==> src/rtl/seg_scan_mux.sv <==
// seg_scan_mux: N-digit time-multiplexed common-anode 7-segment driver with
// refresh prescaler, per-digit enable/blink and a blank interval at each slot start.
module seg_scan_mux #(
  parameter int NUM_DIGITS   = 4,
  parameter int REFRESH_DIV  = 100000,
  parameter int BLANK_CYCLES = 1000,
  parameter int BLINK_FRAMES = 50,
  localparam int IW = NUM_DIGITS > 1 ? $clog2(NUM_DIGITS) : 1
) (
  input  logic                      clk,
  input  logic                      reset,
  input  logic [7*NUM_DIGITS-1:0]   digits,
  input  logic [NUM_DIGITS-1:0]     digit_en,
  input  logic [NUM_DIGITS-1:0]     blink_mask,
  output logic [6:0]                SEG,
  output logic [NUM_DIGITS-1:0]     AN,
  output logic [IW-1:0]             scan_idx,
  output logic                      frame_tick
);
  localparam int DW = $clog2(REFRESH_DIV);
  localparam int BW = BLINK_FRAMES > 1 ? $clog2(BLINK_FRAMES) : 1;
  logic [DW-1:0]         div_q, div_d;
  logic [IW-1:0]         idx_q, idx_d;
  logic [BW-1:0]         blink_q, blink_d;
  logic                  phase_q, phase_d, slot_end, blink_wrap, active;
  logic [NUM_DIGITS-1:0] an_d;
  logic [6:0]            seg_d;
  always_comb begin
    slot_end   = div_q == DW'(REFRESH_DIV - 1);
    frame_tick = slot_end && idx_q == '0;
    blink_wrap = blink_q == BW'(BLINK_FRAMES - 1);
    div_d      = slot_end ? '0 : div_q + 1'b1;
    idx_d      = !slot_end ? idx_q : idx_q == '0 ? IW'(NUM_DIGITS - 1) : idx_q - 1'b1;
    blink_d    = !frame_tick ? blink_q : blink_wrap ? '0 : blink_q + 1'b1;
    phase_d    = phase_q ^ (frame_tick && blink_wrap);
    // signed compare keeps BLANK_CYCLES=0 from becoming a constant-true unsigned test
    active     = int'(div_q) >= BLANK_CYCLES && digit_en[idx_q] && !(phase_q && blink_mask[idx_q]);
    an_d       = active ? ~(NUM_DIGITS'(1) << idx_q) : '1;
    seg_d      = active ? digits[7*int'(idx_q) +: 7] : 7'h7F;
  end
  always_ff @(posedge clk) begin
    if (reset) begin
      div_q   <= '0;
      idx_q   <= IW'(NUM_DIGITS - 1);
      blink_q <= '0;
      phase_q <= 1'b0;
      AN      <= '1;
      SEG     <= 7'h7F;
    end else begin
      div_q   <= div_d;
      idx_q   <= idx_d;
      blink_q <= blink_d;
      phase_q <= phase_d;
      AN      <= an_d;
      SEG     <= seg_d;
    end
  end
  assign scan_idx = idx_q;
endmodule

==> config.mk <==
export PLATFORM = sky130hd
export DESIGN_NAME = seg_scan_mux
export DESIGN_NICKNAME = d
export VERILOG_FILES = /design/src/rtl/seg_scan_mux.sv
export SDC_FILE = /design/constraint.sdc
export NUM_CORES = 1
export LEC_CHECK = 0
export CORE_MARGIN = 10
export CORE_UTILIZATION = 30
export DETAILED_ROUTE_END_ITERATION = 10
export GPL_ROUTABILITY_DRIVEN = 0
export HOLD_SLACK_MARGIN = 0.05
export PLACE_DENSITY = 0.64
export SKIP_CTS_REPAIR_TIMING = 1
export SLEW_MARGIN = 0
export SYNTH_ARGS = -nofsm -noshare
export SYNTH_HDL_FRONTEND = slang
export SYNTH_SLANG_ARGS = --single-unit
==> constraint.sdc <==
create_clock -name clk -period 6.5 [get_ports clk]
set_clock_uncertainty 0.2 [all_clocks]
set_input_delay 1.3 -clock clk [delete_from_list [all_inputs] [get_ports clk]]
set_output_delay 1.3 -clock clk [all_outputs]
set_load 0.05 [all_outputs]
Word level (Yosys, flattened, before mapping)
Index checks and enable logic that the tools add are counted.
{"block": "op_classes", "bitwise_logic": 3, "shift": 2, "n_eq_ne": 2, "reduce_logical": 9, "n_addsub": 3, "order_cmp": 2, "muxes": 6, "n_mul": 1}
{"cell": "$shiftx A28 B6 Y7", "n": 1}
{"cell": "$add A17 B1 Y17 const B", "n": 1}
{"cell": "$eq A17 B17 Y1 const B", "n": 1}
{"cell": "$ge A17 B10 Y1 const B", "n": 1}
{"cell": "$add A6 B1 Y6 const B", "n": 1}
{"cell": "$eq A6 B6 Y1 const B", "n": 1}
{"cell": "$mux W6", "n": 1}
{"cell": "$logic_and A1 B1 Y1", "n": 5}
{"cell": "$mul A3 B2 Y5 const A", "n": 1}
{"cell": "$bmux W1 S2", "n": 2}
{"cell": "$not A4 Y4", "n": 1}
{"cell": "$reduce_or A2 Y1", "n": 2}
{"cell": "$shl A1 B2 Y4 const A", "n": 1}
{"cell": "$lt A2 B3 Y1 const B", "n": 1}
{"cell": "$logic_not A2 Y1", "n": 1}
{"cell": "$mux W1", "n": 2}
{"cell": "$mux W2", "n": 1}
{"cell": "$sub A2 B1 Y2 const B", "n": 1}
{"cell": "$logic_not A1 Y1", "n": 1}
{"cell": "$not A1 Y1", "n": 1}
{"cell": "$xor A1 B1 Y1", "n": 1}
{"block": "totals", "output_inout_bits": 14, "reg_bits": 37}

Depth between registers and ports, before layout
{"block": "logic_depth", "word_depth": 7, "ltp_mapped": 6, "ltp_nobuf": 5}

Worst setup path before layout
OpenSTA, ideal clock, no wires.
{"block": "synth_timing", "path_kind": "reg-to-output", "start": "register div_q[9]", "end": "output port frame_tick", "arrival_ns": 1.968, "setup_slack_ns": 3.032, "path_stages_with_launch": 4, "cell_sequence": "dfxtp_1 -> or3b_1 -> or4_4 -> nor2_1"}
{"block": "synth_via", "elab_chain_cells": 2}
{"element": "start: declaration", "line_no": "22", "text": "logic [DW-1:0] div_q, div_d;"}
{"element": "start signal: assignment", "line_no": "50", "text": "div_q <= div_d;"}
{"element": "$eq A17 B17 Y1", "line_no": "29", "text": "slot_end = div_q == DW'(REFRESH_DIV - 1);"}
{"element": "$logic_and A1 B1 Y1", "line_no": "30", "text": "frame_tick = slot_end && idx_q == '0;"}
{"element": "end: declaration", "line_no": "18", "text": "output logic frame_tick"}
Every way passes these cells.

Worst setup path in the final report
{"block": "layout_timing", "start": "register div_q[0]", "end": "output port frame_tick"}
Same word-level chain as after synthesis.

==> metrics.csv <==
metric,value,unit
drt_wl_total,4539,µm
ios,52,
worst_setup_path_start_kind,register,
syn_inst,192,
layout_commonest_cell,clkdlybuf4s50_1,
post-route-period-util,63.32,%
vias,1614,
tightest_slew,1.226,ns
core-area,5991,µm²
cp-end-kind,output port,
rsz0062_at_grt,no,
cts.clk_slew.worst_paths,0.07,ns
use_met3,3.771,%
ant_nets,0,
r2r-start,scan_idx[0],
final_util,42.21,%
drive_gt1_share,8.197,%
die_x,98.94,µm
busiest_layer,met2,
chipHeight,98.94,µm
nFillCells,583,
seq_area_frac_synth,39.63,%
setup_viol,0,
syn2layout_area_growth,35.27,%
r2r_cells,4,
drv_slew,0,
drtIter0Drc,75,
ys.flop_type,dfxtp_1,
period_minus_slack,4.116,ns
synth.avg_cell_area,9.736,µm²
status,"complete, no violations",
cts_tree,done,
synth_top_area_share,39.63,%
path_class,reg -> out,
io_buffers,51,
tns,0,ns
slew_headroom,17.77,%
max_freq,243.0,MHz
hold_depth,2,
grtUsageMet1,10.37,%
rows,28,
nNetsFinal,290,
antenna_found_initial,0,
drc,0,
cts.sinks,37,
ys_warn_count,0,
grt_pass1_wl,7452,µm
synth_cell_types,41,
clock_latency,0.29,ns
wire_per_inst,14.23,µm
cellPowerDensity,169.2,nW/µm²
hpwl,3472,µm
arrival,2.62,ns
synthesis.area,1869,µm²
grt_max_degree,17,
clock_path_buffers,2,
ir_drop,0.09896,mV
crit_start,div_q[0],
grt_pass1_vias,1522,
die-area,9788,µm²
initial_core_util,31.20,%
synthTopCellsByArea,"dfxtp_1 (40%), mux4_2 (11%), ha_1 (5.4%)",
min_from,phase_q,
p_leak,0.0008761,µW
async_flop_share,0,%
antenna_cells,0,
gr-usage-met2,15.43,%
ys_ff_latch,37,
hp-class,reg -> reg,
htree_num_levels,2,
via_per_inst,5.060,
crit_required,5.00,ns
hold_viol_final,0,
drv_cap,0,
layout_common_cells,"clkdlybuf4s50_1 (51), dfxtp_1 (37), nor2_1 (14)",
multi_input_area,1049,µm²
cts_inserted_buffers,5,
grt_usage,9.258,%
clk_root_buffer_cell,clkbuf_8,
grt_overflow,0,
synth_nets,238,
ff_latch_area,740.7,µm²
synth-edff-count,0,
drt_first_pass_iters,4,
synth_top_area_cell,dfxtp_1,
worst-path-max-fanout,7,
area by class of cell:
type                    count  share of cell area, %
repair buffers             52                  20.48
clock buffers               7                  3.414
multi-input cells         137                  41.46
inverters                  11                  1.633
flip-flops and latches     37                  29.29
well taps                  75                  3.711
flip-flops by register name (all words and copies together), names as in the netlist:
| name | cells |
|---|---|
| div_q | 17 |
| AN | 4 |
| phase_q | 1 |
| SEG | 7 |
| blink_q | 6 |
| scan_idx | 2 |
critical path: stages (launching register included):
cell and delay [ns]:
dfxtp_1 0.44, ha_1 0.32, nand2_1 0.15, or4_4 0.48
nor2_1 0.12, clkdlybuf4s50_1 0.81
Yosys cell counts (all sizes together) (2+ instances only):
library cell,number
nand2,11
xor2,7
nor3,4
inv,11
clkbuf,5
a21oi,10
and2,2
mux4,9
o41ai,2
or4,7
nor2,14
o311ai,2
xnor2,2
ha,8
or3,3
o31ai,6
nand4b,3
buf,2
o21ai,4
nor4,2
a211oi,2
and3,3
dfxtp,37
nand4,6
nor4b,2
nand2b,7
nand3,10
cells by family after synthesis:
logic type                 synth area share (%)
buffers and inverters                     4.283
xor gates and xnor gates                  4.217
and+or+nand+nor                           23.56
DFF                                       39.63
AOI/OAI and AO/OA                         12.12
muxes                                     10.84
adders and majority gates                 5.355
layer usage:
layer / wire length, µm / vias to the layer above / share of wire (%)
met5: 0 / - / 0
li1: - / 813 / -
met4: 62 / 0 / 1.4
met2: 2347 / 26 / 52
met1: 1873 / 770 / 41
met3: 255 / 5 / 5.6
power breakdown:
| group | switching (µW) | internal, µW |
|---|---|---|
| Combinational | 8.17 | 26.2 |
| Sequential | 2.53 | 228 |
| Clock | 78.6 | 84.1 |
| Total | 89.3 | 339 |
per-stage QoR:
step                std cells  cell area (µm²)  setup WS (ns)  hold slack [ns]  power (µW)
floorplan                 192             1869          3.032           0.2446       247.3
global placement          312             2442          2.683           0.2655       269.8
detailed placement        312             2442          2.547           0.2730       270.3
CTS                       319             2529          2.384           0.2808       433.0
global route              319             2529          2.208           0.3123       446.6
finish                    319             2529          2.384           0.2786       427.9
worst paths after layout:
kind / endpoint / slack, ns
min reg2reg: phase_q / 0.28
min: phase_q / 0.28
max reg2reg: SEG[1] / 3.46
max: frame_tick / 2.38
Power figures use the tool's default switching activity.
